==> config.mk <==
export PLATFORM = sky130hd
export DESIGN_NAME = apb_req_arbiter
export DESIGN_NICKNAME = d
export VERILOG_FILES = /design/src/rtl/apb_arb_pkg.sv /design/src/rtl/rr_arbiter.sv /design/src/rtl/apb_req_arbiter.sv
export SDC_FILE = /design/constraint.sdc
export NUM_CORES = 1
export LEC_CHECK = 0
export ABC_AREA = 1
export CAP_MARGIN = 20
export CORE_ASPECT_RATIO = 0.8
export CORE_MARGIN = 4
export CORE_UTILIZATION = 35
export CTS_CLUSTER_DIAMETER = 120
export DETAILED_ROUTE_END_ITERATION = 8
export PLACE_DENSITY_LB_ADDON = 0.12
export SYNTH_ARGS = -nofsm -noshare
export SYNTH_HDL_FRONTEND = slang
export SYNTH_SLANG_ARGS = --single-unit
==> constraint.sdc <==
create_clock -name PCLK -period 5.9 [get_ports PCLK]
set_clock_uncertainty 0.2 [all_clocks]
set_input_delay 0.59 -clock PCLK [delete_from_list [all_inputs] [get_ports PCLK]]
set_output_delay 0.59 -clock PCLK [all_outputs]
set_load 0.1 [all_outputs]
==> src/rtl/apb_arb_pkg.sv <==
// Shared types and default parameter values for the APB request arbiter.
package apb_arb_pkg;

    typedef enum logic [1:0] {
        IDLE   = 2'd0,
        SETUP  = 2'd1,
        ACCESS = 2'd2
    } state_e;

    localparam int DEF_N_REQ   = 2;
    localparam int DEF_ADDR_W  = 32;
    localparam int DEF_DATA_W  = 32;
    localparam int DEF_TIMEOUT = 16;

endpackage

==> src/rtl/rr_arbiter.sv <==
// Combinational round-robin picker: searches upward from the requester
// after i_ptr (wrapping), skipping anyone in the exclude mask.
module rr_arbiter #(
    parameter int N_REQ = 2,
    parameter int PTR_W = (N_REQ > 1) ? $clog2(N_REQ) : 1
) (
    input  logic [N_REQ-1:0] i_req,
    input  logic [PTR_W-1:0] i_ptr,
    input  logic [N_REQ-1:0] i_excl,
    output logic [N_REQ-1:0] o_gnt,
    output logic             o_valid
);

    logic [N_REQ-1:0] w_masked;

    assign w_masked = i_req & ~i_excl;

    // First masked request found after the pointer wins.
    always_comb begin
        logic [PTR_W-1:0] w_idx;
        logic             w_found;
        o_gnt   = '0;
        w_found = 1'b0;
        w_idx   = '0;
        for (int i = 1; i <= N_REQ; i++) begin
            w_idx = PTR_W'((int'(i_ptr) + i) % N_REQ);
            if (!w_found && w_masked[w_idx]) begin
                o_gnt[w_idx] = 1'b1;
                w_found      = 1'b1;
            end
        end
        o_valid = w_found;
    end

endmodule

==> src/rtl/apb_req_arbiter.sv <==
// Shares one APB master port between N_REQ requesters: round-robin grant,
// command latch, SETUP/ACCESS sequencing, wait-state timeout, done/rdata/err return.
//
// state  | meaning
// IDLE   | bus quiet, waiting for any request
// SETUP  | PSEL high, PENABLE low, one cycle
// ACCESS | PSEL/PENABLE high until PREADY or timeout
module apb_req_arbiter
    import apb_arb_pkg::*;
#(
    parameter int N_REQ   = DEF_N_REQ,
    parameter int ADDR_W  = DEF_ADDR_W,
    parameter int DATA_W  = DEF_DATA_W,
    parameter int TIMEOUT = DEF_TIMEOUT
) (
    input  logic                     PCLK,
    input  logic                     PRESETn,
    input  logic [N_REQ-1:0]         req_i,
    input  logic [N_REQ-1:0]         req_write_i,
    input  logic [N_REQ*ADDR_W-1:0]  req_addr_i,
    input  logic [N_REQ*DATA_W-1:0]  req_wdata_i,
    output logic [N_REQ-1:0]         gnt_o,
    output logic [N_REQ-1:0]         done_o,
    output logic [DATA_W-1:0]        rdata_o,
    output logic                     err_o,
    output logic                     PSEL,
    output logic                     PENABLE,
    output logic                     PWRITE,
    output logic [ADDR_W-1:0]        PADDR,
    output logic [DATA_W-1:0]        PWDATA,
    input  logic [DATA_W-1:0]        PRDATA,
    input  logic                     PREADY,
    input  logic                     PSLVERR
);

    localparam int PTR_W   = (N_REQ > 1) ? $clog2(N_REQ) : 1;
    localparam int CNT_W   = (TIMEOUT > 0) ? $clog2(TIMEOUT + 1) : 1;
    localparam int TO_LAST = (TIMEOUT > 0) ? TIMEOUT - 1 : 0;
    localparam bit TO_EN   = (TIMEOUT != 0);

    state_e              r_state;
    state_e              w_state_nxt;
    logic                r_psel;
    logic                r_penable;
    logic                r_pwrite;
    logic [ADDR_W-1:0]   r_paddr;
    logic [DATA_W-1:0]   r_pwdata;
    logic [N_REQ-1:0]    r_gnt;
    logic [PTR_W-1:0]    r_ptr;
    logic [CNT_W-1:0]    r_cnt;

    logic [N_REQ-1:0]    w_excl;
    logic [N_REQ-1:0]    w_arb_gnt;
    logic                w_arb_valid;
    logic [PTR_W-1:0]    w_win_idx;
    logic                w_win_write;
    logic [ADDR_W-1:0]   w_win_addr;
    logic [DATA_W-1:0]   w_win_wdata;
    logic                w_timeout;
    logic                w_cmpl;
    logic                w_load;

    // The current owner must not win the back-to-back slot it is finishing.
    assign w_excl = (r_state == ACCESS) ? r_gnt : '0;

    rr_arbiter #(
        .N_REQ (N_REQ),
        .PTR_W (PTR_W)
    ) u_rr (
        .i_req   (req_i),
        .i_ptr   (r_ptr),
        .i_excl  (w_excl),
        .o_gnt   (w_arb_gnt),
        .o_valid (w_arb_valid)
    );

    // Select the winner's command and index from the one-hot grant.
    always_comb begin
        w_win_idx   = '0;
        w_win_write = 1'b0;
        w_win_addr  = '0;
        w_win_wdata = '0;
        for (int k = 0; k < N_REQ; k++) begin
            if (w_arb_gnt[k]) begin
                w_win_idx   = PTR_W'(k);
                w_win_write = req_write_i[k];
                w_win_addr  = req_addr_i[k*ADDR_W +: ADDR_W];
                w_win_wdata = req_wdata_i[k*DATA_W +: DATA_W];
            end
        end
    end

    assign w_timeout = TO_EN && (r_state == ACCESS) && !PREADY
                       && (r_cnt == CNT_W'(TO_LAST));
    assign w_cmpl    = (r_state == ACCESS) && (PREADY || w_timeout);

    // Next state, command-load strobe and completion outputs.
    always_comb begin
        w_state_nxt = r_state;
        w_load      = 1'b0;
        done_o      = '0;
        rdata_o     = '0;
        err_o       = 1'b0;
        case (r_state)
            IDLE: begin
                if (w_arb_valid) begin
                    w_state_nxt = SETUP;
                    w_load      = 1'b1;
                end
            end
            SETUP: begin
                w_state_nxt = ACCESS;
            end
            ACCESS: begin
                if (w_cmpl) begin
                    done_o  = r_gnt;
                    rdata_o = PREADY ? PRDATA : '0;
                    err_o   = PREADY ? PSLVERR : 1'b1;
                    if (w_arb_valid) begin
                        w_state_nxt = SETUP;
                        w_load      = 1'b1;
                    end else begin
                        w_state_nxt = IDLE;
                    end
                end
            end
            default: begin
                w_state_nxt = IDLE;
            end
        endcase
    end

    // State, registered APB outputs, grant, pointer and wait counter.
    always_ff @(posedge PCLK) begin
        if (!PRESETn) begin
            r_state   <= IDLE;
            r_psel    <= 1'b0;
            r_penable <= 1'b0;
            r_pwrite  <= 1'b0;
            r_paddr   <= '0;
            r_pwdata  <= '0;
            r_gnt     <= '0;
            r_ptr     <= PTR_W'(N_REQ - 1);
            r_cnt     <= '0;
        end else begin
            r_state   <= w_state_nxt;
            r_psel    <= (w_state_nxt != IDLE);
            r_penable <= (w_state_nxt == ACCESS);
            if (w_load) begin
                r_pwrite <= w_win_write;
                r_paddr  <= w_win_addr;
                r_pwdata <= w_win_wdata;
                r_gnt    <= w_arb_gnt;
                r_ptr    <= w_win_idx;
                r_cnt    <= '0;
            end else begin
                if (w_state_nxt == IDLE) begin
                    r_gnt <= '0;
                end
                if ((r_state == ACCESS) && !PREADY) begin
                    r_cnt <= r_cnt + 1'b1;
                end
            end
        end
    end

    assign PSEL    = r_psel;
    assign PENABLE = r_penable;
    assign PWRITE  = r_pwrite;
    assign PADDR   = r_paddr;
    assign PWDATA  = r_pwdata;
    assign gnt_o   = r_gnt;

endmodule

* After elaboration in Yosys (flattened, before gate mapping)
Cells that the tools add are included.
** Storage, ports and cells
- Bits in registers :: 77
- Input bits :: 168
** Cells by class
- $add $sub $neg :: 3
- $lt $le $gt $ge :: 4
- Eq/ne operators :: 4
- Multiplexer cells :: 37
- Bitwise logic cells :: 4
- Reduce and logical (&&, ||, !) cells :: 14
** Operators by type and width (count)
- $mux W32 :: 7
- $mux W2 :: 9
- $mux W1 :: 17
- $logic_and A1 B1 Y1 :: 6
- $pmux W2 S3 :: 1
- $add A5 B1 Y5 const B :: 1
- $eq A5 B4 Y1 const B :: 1
- $eq A2 B2 Y1 const B :: 2
- $logic_not A2 Y1 :: 2
- $lt A1 B2 Y1 const B :: 2
- $reduce_bool A2 Y1 :: 2
- $add A1 B1 Y1 const B :: 2
- $and A2 B2 Y2 :: 1
- $demux W1 S1 :: 2
- $eq A2 B1 Y1 const B :: 1
- $ge A1 B1 Y1 const B :: 2
- $logic_not A1 Y1 :: 2
- $not A2 Y2 :: 1
- $or A2 B2 Y2 :: 1
- $pmux W1 S2 :: 1
- $reduce_or A2 Y1 :: 1
- $logic_or A1 B1 Y1 :: 1
- $not A1 Y1 :: 1

* Logic depth before layout (Yosys ltp)
- Depth in word-level cells :: 16
- Mapped depth :: 14

* By module
From an unflattened synthesis, not the netlist that was laid out.
** Unflattened totals
- Cell total of the unflattened synthesis :: 666
- Area total of the unflattened synthesis :: 4076.4 um^2
** By module, submodules not included
- apb_req_arbiter :: instances 1, cells each 651, area each 4015.1 um^2
- rr_arbiter :: instances 1, cells each 15, area each 61.3 um^2

* Worst setup path after synthesis
No wires, ideal clock.
- Path kind :: register to output
- From :: register r_gnt[0] (netlist: gnt_o[0])
- To :: output done_o[0]
- Arrival time :: 2.465 ns
- Path slack :: 2.645 ns
- Cell stages (with the launch flop) :: 3
- Buffers on the path :: 0
- Path through :: dfxtp_1 -> nand3_2 -> nor2_1
** On the way
- Longest elaborated chain between the ends :: 2
** RTL lines
- start, declared :: line apb_req_arbiter.sv:48 : logic [N_REQ-1:0] r_gnt;
- start signal, assigned :: line apb_req_arbiter.sv:153 : r_gnt <= w_arb_gnt;
- $mux W2 :: line apb_req_arbiter.sv:115 : if (w_cmpl) begin
- $mux W2 :: line apb_req_arbiter.sv:104 : case (r_state)
- end, declared :: line apb_req_arbiter.sv:23 : output logic [N_REQ-1:0] done_o,
No other way between the ends.

* Worst setup path after layout
- From :: input PREADY
- To :: output rdata_o[27]
** On the way
- Longest elaborated chain between the ends :: 7
- Elaborated cells between the ends (all ways) :: 8
- Classes of those cells :: mux: 3; reduce/logical: 5
** RTL lines
- start, declared :: line apb_req_arbiter.sv:32 : input logic PREADY,
- $logic_not A1 Y1 :: line apb_req_arbiter.sv:93 : assign w_timeout = TO_EN && (r_state == ACCESS) && !PREADY
- $logic_and A1 B1 Y1 :: line apb_req_arbiter.sv:93
- $logic_and A1 B1 Y1 :: line apb_req_arbiter.sv:94 : && (r_cnt == CNT_W'(TO_LAST));
- $logic_or A1 B1 Y1 :: line apb_req_arbiter.sv:95 : assign w_cmpl = (r_state == ACCESS) && (PREADY || w_timeout);
- $logic_and A1 B1 Y1 :: line apb_req_arbiter.sv:95
- $mux W32 * :: line apb_req_arbiter.sv:115
- $mux W32 * :: line apb_req_arbiter.sv:104
- end, declared :: line apb_req_arbiter.sv:24 : output logic [DATA_W-1:0] rdata_o,
Every way passes the cells marked *; elsewhere a longest branch is shown, timed or not.

==> metrics.txt <==
clock network power share=just under 30%; Sw Share=between 40% and 50%; DIE AREA=0.0118 mm2; Synth Flop Type=dfxtp_1; RSZ-0062 raised after global routing=false; Sw Pwr=between 0.0008 and 0.0009 W; Post-synth ARST share=0%; Num Clock Sinks=between 70 and 80; Final nets=935; fin crit share=between 60% and 70%; CTS Buffer Depth=2; hold crit path type=reg -> reg; Flop pwr share=a little under a third; Layout Cells excl Fill=around 900; Syn Area/Cell=~6.9 um2; peak supply drop=approximately 0.00021 V; gpl congestion=approximately 0.8; width of the die=roughly 120 um; CTS tree=done; Post-CTS Resized=0; status=finished clean; GRT Util Overall=a little over a fifth; Setup CP Type=in -> out; leakage power=approximately 2.8 nW; first-pass GRT wire length=about 21 mm; largest net degree at the start of global routing=67; syn_nets=around 700; post-DR vias/cell=around 4.6; Setup TNS Final=0 ns; vias in the first global route=between 4000 and 5000; crit path DAT=3.07 ns; layout cells sized above 1=under 10%; DIE HEIGHT=97.9 um; detailed router's first-iteration violation count=170; global-route met2 utilization=between 30 and 40%; Cells after Synth=510; Critical Path Start Type=input port; gr busiest metal=met2; Port Buffers=271; Max Cap Viol=0; commonest cells after routing, fill and taps aside=270 x clkdlybuf4s50_1, 149 x nand2_1, 123 x nand3_1; top post-synthesis cells by area=dfxtp_1 44%, nand3_1 17%, nand2_1 16%; Routed Antenna Nets=0; Max stage delay cell, worst path=clkdlybuf4s50_1; cell count after placement=a little under 900; CP Cell Sequence=clkdlybuf4s50_1 -> nand2_1 -> nor2_1 -> clkdlybuf4s50_1; clk root buf=clkbuf_16; Overflow after GRT=0; post-DP HPWL=just over 10 mm; cell area power density=approximately 310 mW/mm2; drc violations=0; # setup viols final=0; final WL=between 10 and 15 mm; Comb power frac=around 40%; Worst Path Buf+Inv=2; Final Max Slew Viols=0; Synth top area share=between 40% and 50%; Seq/Total Area, Yosys=43.6%; Synth Register Bits=a little under 80; Post-CTS Setup Bufs=0; cts hold-fix bufs=0; EDFF count, synth=0; Worst-Margin Slew=roughly 1.1 ns; met1 GRT Util=24.8%; synth unique cells=24; P&R area growth vs syn=85.7%; clk_lat worst skew=about 0.33 ns; FP Rows=32; Core Area=0.00977 mm2; Post-Route Utilization=between 60% and 70%; clock slew at reported path FFs=0.05 ns; initial antenna violation count=0; Pwr Total=roughly 0.0020 W; I/O pin total=272; crit-path leading delay family=buffers and inverters; Data required, critical path=~5.1 ns; H-tree Lvls=3; Slowest Stage Delay on Critical Path=between 1 and 1.5 ns; Pint=0.00120 W; Yosys warnings=0; Via Count=approximately 4200; drt first pass iters=5; Period minus WS final=3.86 ns; most common cell type on the critical path=clkdlybuf4s50_1; Max Freq=~260 MHz; Initial Util=36.2%; area leader, netlist=dfxtp_1; ant diodes=0; synthesized area=roughly 0.0035 mm2; Max-slew headroom=between 20% and 30%; most common cell after layout, fill and taps aside=clkdlybuf4s50_1; Crit Path Max Fanout=32; met3 usage=9.55%; DR WL/cell=14.7 um; number of CTS-inserted buffers=9; Fin. Hold Viols=0; CP endpoint kind=output pin
[power groups by stage]
stage | registers (W) | logic [W] | clock network, W
CTS | 0.000609 | 0.000814 | 0.000614
global placement | 0.000617 | 0.000807 | 0
finish | 0.000609 | 0.000809 | 0.000601
floorplan | 0.00101 | 0.000168 | 0
detailed placement | 0.000619 | 0.000812 | 0
global route | 0.000616 | 0.000843 | 0.000637
[worst register-to-register path, stage by stage, from the launching register on]
cell     delay (ns)
dfxtp_1        0.37
ha_1           0.16
inv_1          0.05
nor2_1         0.11
ha_1           0.17
nor2_2         0.07
a21oi_4        0.35
nand3_4        0.17
nor2_4         0.61
buf_4          0.46
nand2_1        0.12
nand3_1        0.08
[state kept, by name, indices dropped and copies added, names as in the netlist]
register  cells
PADDR        32
PWRITE        1
r_state       2
PENABLE       1
PWDATA       32
PSEL          1
gnt_o         2
r_cnt         5
r_ptr         1
[layer usage]
layer | routed length, um | vias to the layer above
li1 | - | 2124
met1 | 5290 | 1855
met2 | 6470 | 186
met3 | 1310 | 24
met4 | 293 | 0
met5 | 0 | -
[through the flow]
step / area [um2] / hold slack, ns / setup WS [ns]
floorplan: 3540 / 0.241 / 2.65
CTS: 6570 / 0.262 / 2.00
detailed placement: 6240 / 0.254 / 2.01
global placement: 6240 / 0.243 / 2.12
finish: 6570 / 0.255 / 2.04
global route: 6570 / 0.275 / 1.74
[layout make-up]
class	instances	area, um2
tap	136	170
fill	876	3200
timing repair buffer	273	2720
inverter	49	184
clock inverter	4	70.1
sequential	77	1540
multi-input combinational	355	1620
clock buffer	12	256
[path summary, 6_finish.rpt]
check	from	slack, ns	endpoint	cells after the start
max	PREADY	2.04	rdata_o[27]	4
min	PADDR[16]	0.26	PADDR[16]	2
max reg2reg	r_cnt[0]	2.92	PWDATA[16]	11
min reg2reg	PADDR[16]	0.26	PADDR[16]	2
[kinds of logic after synthesis]
logic type | synth area share [%]
DFF | 43.6
buffers and inverters | 10.5
xor gates and xnor gates | 0.248
AOI/OAI and AO/OA | 1.59
adders and majority gates | 0.707
and+or+nand+nor | 43.4
[synth_stat cells (2+ instances only)]
cell type  instances
a21oi_1            6
buf_2              9
buf_4              2
buf_6              8
clkbuf_1          10
dfxtp_1           77
ha_1               2
inv_1             45
inv_2              4
nand2_1          149
nand2_2            3
nand2_4            2
nand3_1          123
nand3_2            3
nand4_1            6
nor2_1            52
or2_2              2
Power figures use the tool's default switching activity.
